$ cat config.mk
export PLATFORM = sky130hd
export DESIGN_NAME = keypad_scanner
export DESIGN_NICKNAME = d
export VERILOG_FILES = /design/src/rtl/keypad_scanner.sv
export SDC_FILE = /design/constraint.sdc
export NUM_CORES = 1
export LEC_CHECK = 0
export CAP_MARGIN = 30
export CORE_ASPECT_RATIO = 1.4
export CORE_MARGIN = 3
export CORE_UTILIZATION = 40
export CTS_BUF_LIST = sky130_fd_sc_hd__clkbuf_4 sky130_fd_sc_hd__clkbuf_8
export DETAILED_ROUTE_END_ITERATION = 10
export GPL_TIMING_DRIVEN = 0
export PLACE_DENSITY = 0.56
export SYNTH_ARGS = -nofsm -noshare
export SYNTH_HDL_FRONTEND = slang
export SYNTH_SLANG_ARGS = --single-unit
$ cat constraint.sdc
create_clock -name clk -period 2.7 [get_ports clk]
set_clock_uncertainty 0.05 [all_clocks]
set_input_delay 0.405 -clock clk [delete_from_list [all_inputs] [get_ports clk]]
set_output_delay 0.405 -clock clk [all_outputs]
set_load 0.005 [all_outputs]
$ cat src/rtl/keypad_scanner.sv
// rtl/keypad_scanner.sv - column-strobing 4x4 keypad scan controller driving an external debouncer
// Optional feature macro: KEYPAD_MULTIKEY_REJECT_EN (reject samples with more than one pressed row)
module keypad_scanner #(
    parameter logic [31:0] SCAN_DIV = 32'd1000
) (
    input  logic       clk,
    input  logic       reset,
    input  logic [3:0] rows,
    input  logic       steady,
    output logic [3:0] cols,
    output logic [3:0] db_in,
    output logic [3:0] db_criterion,
    output logic       db_en,
    output logic       db_clr,
    output logic [3:0] key_code,
    output logic       key_valid
);

    typedef enum logic [1:0] {
        SCAN       = 2'd0,
        PRESS_DB   = 2'd1,
        EMIT       = 2'd2,
        RELEASE_DB = 2'd3
    } state_t;

    state_t      state;
    logic [3:0]  sync1;
    logic [1:0]  col_idx;
    logic [3:0]  row_pat;
    logic [31:0] dwell;
    logic        sample_press;
    logic        press_abort;

    // True when more than one row line is pulled low.
    function automatic logic multi_zero(input logic [3:0] v);
        int n;
        n = 0;
        for (int i = 0; i < 4; i++) begin
            if (!v[i]) n++;
        end
        return (n > 1);
    endfunction

    // Index of the lowest-numbered low row line.
    function automatic logic [1:0] low_zero(input logic [3:0] v);
        logic [1:0] idx;
        idx = 2'd0;
        for (int i = 3; i >= 0; i--) begin
            if (!v[i]) idx = i[1:0];
        end
        return idx;
    endfunction

`ifdef KEYPAD_MULTIKEY_REJECT_EN
    assign sample_press = (db_in != 4'hF) && !multi_zero(db_in);
    assign press_abort  = (db_in == 4'hF) || multi_zero(db_in);
`else
    assign sample_press = (db_in != 4'hF);
    assign press_abort  = (db_in == 4'hF);
`endif

    // Two-flop synchronizer for the asynchronous row lines; idle rows read all ones.
    always_ff @(posedge clk) begin
        if (reset) begin
            sync1 <= 4'hF;
            db_in <= 4'hF;
        end else begin
            sync1 <= rows;
            db_in <= sync1;
        end
    end

    // Scan / debounce-press / emit / debounce-release sequencing with registered outputs.
    always_ff @(posedge clk) begin
        if (reset) begin
            state        <= SCAN;
            cols         <= 4'b1110;
            col_idx      <= 2'd0;
            dwell        <= 32'd0;
            row_pat      <= 4'hF;
            db_criterion <= 4'hF;
            db_en        <= 1'b0;
            db_clr       <= 1'b0;
            key_code     <= 4'h0;
            key_valid    <= 1'b0;
        end else begin
            key_valid <= 1'b0;
            db_clr    <= 1'b0;
            case (state)
                SCAN: begin
                    if (dwell == SCAN_DIV - 32'd1) begin
                        dwell <= 32'd0;
                        if (sample_press) begin
                            // Freeze on this column; col_idx already names it.
                            row_pat      <= db_in;
                            db_criterion <= db_in;
                            db_en        <= 1'b1;
                            db_clr       <= 1'b1;
                            state        <= PRESS_DB;
                        end else begin
                            cols    <= {cols[2:0], cols[3]};
                            col_idx <= col_idx + 2'd1;
                        end
                    end else begin
                        dwell <= dwell + 32'd1;
                    end
                end
                PRESS_DB: begin
                    // steady takes priority over a simultaneous bounce-out.
                    if (steady) begin
                        key_valid    <= 1'b1;
                        key_code     <= {low_zero(row_pat), col_idx};
                        db_en        <= 1'b0;
                        db_criterion <= 4'hF;
                        state        <= EMIT;
                    end else if (press_abort) begin
                        db_en        <= 1'b0;
                        db_criterion <= 4'hF;
                        cols         <= {cols[2:0], cols[3]};
                        col_idx      <= col_idx + 2'd1;
                        dwell        <= 32'd0;
                        state        <= SCAN;
                    end
                end
                EMIT: begin
                    db_clr       <= 1'b1;
                    db_en        <= 1'b1;
                    db_criterion <= 4'hF;
                    state        <= RELEASE_DB;
                end
                RELEASE_DB: begin
                    if (steady) begin
                        db_en   <= 1'b0;
                        cols    <= {cols[2:0], cols[3]};
                        col_idx <= col_idx + 2'd1;
                        dwell   <= 32'd0;
                        state   <= SCAN;
                    end
                end
                default: state <= SCAN;
            endcase
        end
    end

endmodule
# Word-level counts from Yosys, hierarchy flattened
# Index checks and enable logic that the tools add are counted.
dict set report totals {
  elab_cells 80
  reg_bits 63
  output_inout_bits 19
}
dict set report op_classes {
  n_bitwise 1
  n_mux 42
  n_reduce_logical 10
  eq_ne 13
  n_addsub 2
}
# operator n
set ops {}
lappend ops {{32-bit two-way mux} 4}
lappend ops {{32-bit case mux with 3 select lines} 1}
lappend ops {{4-bit two-way mux} 9}
lappend ops {{32-bit by 1-bit adder with 32-bit output (second input constant)} 1}
lappend ops {{32-bit by 10-bit == test with 1-bit output (second input constant)} 1}
lappend ops {{2-bit two-way mux} 14}
lappend ops {{4-bit case mux with 3 select lines} 2}
lappend ops {{2-bit inequality test (second input constant)} 6}
lappend ops {{4-bit AND reduction} 3}
lappend ops {{1-bit two-way mux} 8}
lappend ops {{2-bit case mux with 4 select lines} 1}
lappend ops {{2-bit case mux with 3 select lines} 1}
lappend ops {{6-bit AND reduction} 1}
lappend ops {{3-bit nonzero test} 2}
lappend ops {{2-bit == test (second input constant)} 2}
lappend ops {{4-bit == test (second input constant)} 1}
lappend ops {{4-bit inequality test (second input constant)} 1}
lappend ops {{1-bit case mux with 4 select lines} 1}
lappend ops {{3-bit inequality test (second input constant)} 1}
lappend ops {{3-bit AND reduction} 1}
lappend ops {{2-bit by 1-bit adder with 2-bit output (second input constant)} 1}
lappend ops {{2-bit by 1-bit == test with 1-bit output (second input constant)} 1}
lappend ops {{2-bit logical NOT} 1}
lappend ops {{1-bit case mux with 2 select lines} 1}
lappend ops {{3 further kinds} 3}

# Depth between registers and ports, before layout
# Gate-level depths: netlist (run 1).
dict set report logic_depth {
  depth_word 4
  mapped_depth 8
}

# Least setup slack after synthesis (run 1)
# Ideal clock, no wire load.
dict set report synth_path {
  path_type {reg2reg}
  startpoint {register (tool-made name)}
  endpoint {register dwell[28]}
  t_arrival_ns 2.127
  path_slack_ns 0.453
  stages_incl_launch_ff 8
  required_time_ns 2.580
  setup_ns 0.070
  cell_sequence {dfxtp_1 > inv_1 > ha_1 > mux2_4 > a211oi_4 > nand3_4 > or4_1 > a21oi_1}
}
# item line_no
set synth_rtl {}
lappend synth_rtl {{to (signal assigned)} 105} ;# dwell <= dwell + 32'd1;
lappend synth_rtl {{to (decl)} 30} ;# logic [31:0] dwell;

# Worst setup path in the final report (run 1)
dict set report layout_path {
  startpoint {register dwell[14]}
  endpoint {register dwell[12]}
}
dict set report layout_via {
  elab_chain_len 3
}
# item line_no
set layout_lines {}
lappend layout_lines {{32-bit by 10-bit == test with 1-bit output} 91} ;# if (dwell == SCAN_DIV - 32'd1) begin
lappend layout_lines {{32-bit two-way mux} 91}
lappend layout_lines {{32-bit case mux with 3 select lines} 89} ;# case (state)
# Every way passes these cells.
# A chain may end at the register's enable or synchronous reset.

==> summary.md, run 1 <==
| Metric | Value |
|---|---|
| First-pass GRT wire length | 11.7 mm |
| Initial antenna violation count | 0 |
| CTS sink count | 63 |
| Syn-to-layout area delta | 21.3% |
| Final WL | 6.90 mm |
| RSZ-0062 raised after global routing | no |
| Synth area leader | dfxtp_1 |
| Post-CTS Setup Inserts | 0 |
| Crit start category | flip-flop |
| Vias in the first global route | 2,435 |
| Syn Std Cell Area | 2950 sq um |
| HP Class | reg2reg |
| Cells after synthesis | 330 |
| Root buf cell | clkbuf_8 |
| Synth cell types | 52 |
| Final TNS setup | 0 ns |
| Die Width | 78.6 um |
| Yosys warns | 0 |
| Share of cells above drive strength 1 | 0.146 |
| Share of the synthesized area in the top cell type | 0.427 |
| Largest net degree at the start of global routing | 14 |
| #FFs+latches synth | 63 |
| H-tree Lvls | 3 |
| Hold slack | 0.360 ns |
| Initial DRC count | 146 |
| Worst skew pair latency | 0.34 ns |
| DIE HEIGHT | 108 um |
| Antenna diodes | 0 |
| Slew margin rel. | 0.434 |
| Tmin final | 2.52 ns |
| HPWL Detailed | 5.02 mm |
| Post-synth EDFFs | 0 |
| Mean post-synth cell area | 8.94 sq um |
| Starting Density | 0.417 |
| Crit Path Class | reg2reg |
| HP Start | sync1[0] |
| Synth Flop Type | dfxtp_1 |
| FP Rows | 36 |
| Pwr dens | 638 nW/um^2 |
| Place WS | -0.00704 ns |
| DR WL/cell | 14.8 um |
| Actual slew at the worst max-slew pin | 0.842 ns |
| # IOs | 26 |
| CTS Buffer Depth | 2 |
| Vias per inst | 5.30 |
| IO buf count | 24 |
| Core area | 7070 sq um |
| # resized after CTS | 0 |
| Top post-synthesis cells by area | dfxtp_1 (43%), nor2_1 (5.1%), nand4_1 (4.7%), xor2_1 (4.2%), mux2i_1 (3.4%) |
| CP Capture Type | flip-flop |
| Outcome | completed |
| Post-route cell area | 3580 sq um |
| Tot GR Track Use | 0.175 |
| Drt pass-1 iters | 4 |
| R2r worst-path depth | 6 |
| Final setup viols | 0 |
| CP max FO | 10 |
| Leak | 1.26 nW |
| Gpl congestion | 0.789 |
| CTS clk-pin slew, worst paths | 0.07 ns |
| Final Hold Fails | 0 |
| Worst r2r src | dwell[14] |
| Placed inst area | 3310 sq um |
| CTS tree | yes |
| VDD IR max | 0.452 mV |
| MaxCap Viol Count | 0 |
| Hold path cells | 1 |
| Endpoint, Worst Hold | db_in[0] |
| Max-slew violations | 0 |
| Part of the cycle the worst path needs | 0.932 |
| Fmax achieved | 397 MHz |
| Critical Path RT | 2.87 ns |
| FFs w/ async S/R, synth | 0 |
| Cts-stage hold buffer count | 0 |
| Total power | 2.28 mW |
| Total CTS buffers | 9 |
| ANT nets after route | 0 |
| Die footprint | 8460 sq um |
| Crit path DAT | 2.69 ns |
| DRC | 0 |
| Final worst slack | 0.183 ns |
| Sequential share of the synthesized area | 0.427 |
| FF-to-FF setup slack | 0.18 ns |
| Syn_nets | 343 |
| Via Count | 2,464 |
| R2r endpoint | dwell[12] |
| Global route overflow | 0 |
| Nets | 378 |
## cell usage in the layout, fill, tap and decap left out, types with 5 or more instances in the layout
master / n
clkdlybuf4s50_1: 24
dfxtp_1: 63
o21ai_0: 8
clkbuf_8: 9
or4_1: 5
a21oi_1: 18
nand4_1: 22
ha_1: 6
nor3_1: 6
xnor2_1: 6
o31ai_1: 7
or2_2: 8
mux2i_1: 10
nand3_1: 12
buf_2: 6
xor2_1: 14
nor2_1: 40
nand2_1: 22
clkbuf_1: 7
nor4_1: 7
inv_1: 12
## layer usage
| metal | global-route usage | wire [um] |
|---|---|---|
| met4 | 0.0588 | 91 |
| met1 | 0.202 | 3020 |
| met5 | 0 | 0 |
| met2 | 0.318 | 3600 |
| met3 | 0.0369 | 197 |
## kinds of logic (layout without fill, tap and decap cells)
family / count (synthesis) / after routing / synth area share
AO/OA/AOI/OAI: 51 / 51 / 0.123
adder cells (fa/ha/maj): 6 / 6 / 0.0254
multiplexers: 12 / 12 / 0.0428
buffers and inverters: 28 / 68 / 0.0420
XOR/XNOR: 20 / 20 / 0.0594
AND/OR/NAND/NOR: 150 / 150 / 0.280
flip-flops: 63 / 63 / 0.427
## critical path: stages, from the launching register on
cell	delay, ns
dfxtp_1	0.38
nor4_1	0.43
nand4_1	0.37
o31ai_2	0.50
a21o_1	0.31
buf_2	0.29
nor2_1	0.07
## cell type report
cell class,count,area [sq um]
Multi-Input combinational cell,239,1590
Clock inverter,7,125
Buffer,16,80.1
Timing Repair Buffer,24,240
Inverter,12,45.0
Sequential cell,63,1260
Tap cell,95,119
Fill cell,707,3490
Clock buffer,9,124
## how the worst max path moves through the flow
stage                endpoint  slack (ns)  startpoint  cells after the start
floorplan           dwell[28]        0.45   flip-flop                      7
global placement    dwell[14]        0.02   dwell[14]                      6
detailed placement  dwell[18]      -0.007   flip-flop                      8
CTS                 dwell[18]       0.006   flip-flop                      8
global route        dwell[24]        0.05   flip-flop                      8
finish              dwell[12]        0.18   dwell[14]                      6
## flip-flops by register name, indices dropped and copies added (netlist names), 2 cells and up, named ones only
signal / cells
dwell: 32
col_idx: 2
sync1: 4
db_in: 4
key_code: 4
db_criterion: 4
row_pat: 4
cols: 4
## cells in the mapped netlist (3+ instances only)
cell type  count
a21o_1         3
a21oi_1       18
and3_1         4
buf_2          6
clkbuf_1       8
dfxtp_1       63
ha_1           6
inv_1         12
mux2i_1       10
nand2_1       23
nand3_1       12
nand4_1       22
nor2_1        40
nor3_1         6
nor4_1         8
nor4b_1        3
o21ai_0        8
o31ai_1        8
or2_2          8
or4_1          5
xnor2_1        6
xor2_1        14
## stage by stage
stage / cells / utilization
floorplan: 330 / -
global placement: 449 / 0.468
detailed placement: 449 / 0.468
CTS: 465 / 0.503
global route: 465 / 0.506
finish: 465 / 0.506
## power breakdown
part | internal (mW) | total [mW] | switching (mW)
Sequential | 0.959 | 0.982 | 0.0226
Combinational | 0.107 | 0.261 | 0.154
Clock | 0.626 | 1.04 | 0.413
Note: power is estimated with default switching activity, not from simulation.
==> run 2: changes to the inputs <==
- CORE_MARGIN: 3 -> not set
==> run 2 against run 1 <==
Effect of this change:
- critical path depth up 1
- sequential power about the same
- final cell count unchanged
==> summary.md, run 2 (same netlist as run 1, synthesis figures left out) <==
| Metric | Value |
|---|---|
| CTS tree | yes |
| Nets | 378 (unchanged) |
| Slowest Stage Delay on Critical Path | 0.53 ns (+0.03 ns) |
| Via Count | 2,455 (-0.37%) |
| Final setup viols | 0 (unchanged) |
| DIE HEIGHT | 104 um (-3.7%) |
| HP Start | sync1[0] |
| Worst skew pair latency | 0.34 ns (about the same) |
| Actual slew at the worst max-slew pin | 0.823 ns (-0.0194 ns) |
| Post-CTS Setup Inserts | 0 (unchanged) |
| Cts-stage hold buffer count | 0 (unchanged) |
| Storage cell area | 1260 sq um (unchanged) |
| IO buf count | 24 (unchanged) |
| DRC | 0 (unchanged) |
| Tmin final | 2.54 ns (+0.0257 ns) |
| R2r worst-path depth | 7 (+1) |
| Fmax achieved | 393 MHz (-1.0%) |
| CP Capture Type | flip-flop |
| Vias in the first global route | 2,489 (+2.2%) |
| CTS Buffer Depth | 2 (unchanged) |
| Gpl congestion | 0.793 (+0.61%) |
| DR WL/cell | 14.8 um (-0.39%) |
| Total power | 2.00 mW (-13%) |
| Outcome | completed |
| Slew margin rel. | 0.447 (+0.0130) |
| Root buf cell | clkbuf_8 |
| Syn-to-layout area delta | 19.2% |
| MaxCap Viol Count | 0 (unchanged) |
| Initial antenna violation count | 0 (unchanged) |
| Leak | 1.22 nW (-2.9%) |
| Fill count | 709 (+0.28%) |
| Multi-input gate area | 1590 sq um (+0.16%) |
| Initial DRC count | 71 (-51%) |
| Crit Path Class | reg2reg |
| First-pass GRT wire length | 11.4 mm (-2.8%) |
| Largest register by flop count | dwell |
| Critical Path RT | 2.92 ns (+0.05 ns) |
| Die Width | 74.6 um (-5.1%) |
| CTS sink count | 63 (unchanged) |
| Hold path cells | 1 (unchanged) |
| FP Rows | 36 (unchanged) |
| CP max FO | 9 (-1) |
| Tot GR Track Use | 0.194 (+0.0187) |
| # IOs | 26 (unchanged) |
| Vias per inst | 5.28 (-0.37%) |
| Max-slew violations | 0 (unchanged) |
| HPWL Detailed | 5.03 mm (+0.19%) |
| Commonest non-fill, non-tap cell in the layout | dfxtp_1 |
| CTS clk-pin slew, worst paths | 0.07 ns (about the same) |
| Endpoint, Worst Hold | db_in[0] |
| Crit path DAT | 2.77 ns (+0.08 ns) |
| FF-to-FF setup slack | 0.16 ns (-0.03 ns) |
| HP Class | reg2reg |
| Drt pass-1 iters | 4 (unchanged) |
| Total CTS buffers | 9 (unchanged) |
| Fin util | 0.501 (-0.00566) |
| Global route overflow | 0 (unchanged) |
| Final WL | 6.87 mm (-0.39%) |
| Final Hold Fails | 0 (unchanged) |
| VDD IR max | 0.340 mV (-25%) |
| Starting Density | 0.420 (+0.00267) |
| CP cell instances | inv_1, ha_1, mux2_4, a211oi_4, nand3_4, or4_1, a21oi_1 |
| R2r endpoint | dwell[28] |
| Most frequent cells in the layout | dfxtp_1 (63), nor2_1 (40), clkdlybuf4s50_1 (24) |
| ANT nets after route | 0 (unchanged) |
| H-tree Lvls | 3 (unchanged) |
| Largest net degree at the start of global routing | 12 (-2) |
| Part of the cycle the worst path needs | 0.942 (+0.00951) |
| Share of cells above drive strength 1 | 0.143 (-0.00270) |
| Antenna diodes | 0 (unchanged) |
| Pwr dens | 567 nW/um^2 (-11%) |
| Slowest-stage cell, CP | or4_1 |
| RSZ-0062 raised after global routing | yes |
| Core area | 7030 sq um (-0.64%) |
| Die footprint | 7730 sq um (-8.6%) |
| Crit start category | flip-flop |
| Largest register FFs | 32 (unchanged) |
| Final TNS setup | 0 ns (unchanged) |
[run 2: changes by cell type in the layout (fill, tap and decap cells not counted), sizes merged]
cell / before / now
bufinv: 3 / 0
clkinv: 0 / 2
clkinvlp: 0 / 3
inv: 16 / 12
clkbuf: 17 / 19
[run 2: final cells by class]
cell class	instances	share of cell area
flip-flops and latches	63	0.359
plain buffers	16	0.0228
inverters	12	0.0128
clock inverters	5	0.00925
multi-input cells	239	0.451
clock buffers	11	0.0430
repair buffers	24	0.0683
well taps	95	0.0338
[run 2: how the worst max path moves through the flow]
stage / start / endpoint / slack, ns / cells after the start
4_1_cts: dwell[3] / dwell[13] / 0.03 / 7
3_3_place_gp: dwell[3] / dwell[0] / 0.05 / 7
6_report: flip-flop / dwell[28] / 0.16 / 7
2_1_floorplan: flip-flop / dwell[28] / 0.45 / 7
3_5_place_dp: dwell[3] / dwell[2] / 0.02 / 7
5_1_grt: dwell[3] / dwell[13] / -0.03 / 7
[run 2: metal layers]
metal  vias to the layer above  track usage  part of all wire
li1                       1262            -                 -
met1                      1143        0.212              0.41
met2                        32        0.337              0.54
met3                        18       0.0370             0.025
met4                         0        0.109             0.028
met5                         -            0                 0
[run 2: power by group]
group          switching, mW  internal (mW)
combinational          0.152          0.108
clock                  0.371          0.379
sequential            0.0249          0.960
total                  0.548           1.45
[run 2: critical path: cells and delay by family, from the launching register on]
family	cells	cell delay, ns
buf+inv	1	0.09
simple gates	2	0.72
mux	1	0.33
fa+ha+maj	1	0.29
flops	1	0.35
compound gates	2	0.64
[run 2: what timing repair did]
item                                    in CTS  in global routing
resized for setup                            0                  6
endpoints found under the setup margin       0                 30
endpoints found under the hold margin        0                  0
[run 2: metrics by stage]
step	cell area (sq um)	hold WS [ns]	instances	worst slack [ns]
detailed placement	3310	0.347	449	0.0199
global placement	3310	0.345	449	0.0545
floorplan	2950	0.339	330	0.453
finish	3520	0.361	465	0.157
global route	3520	0.382	465	-0.0269
CTS	3490	0.365	465	0.0260
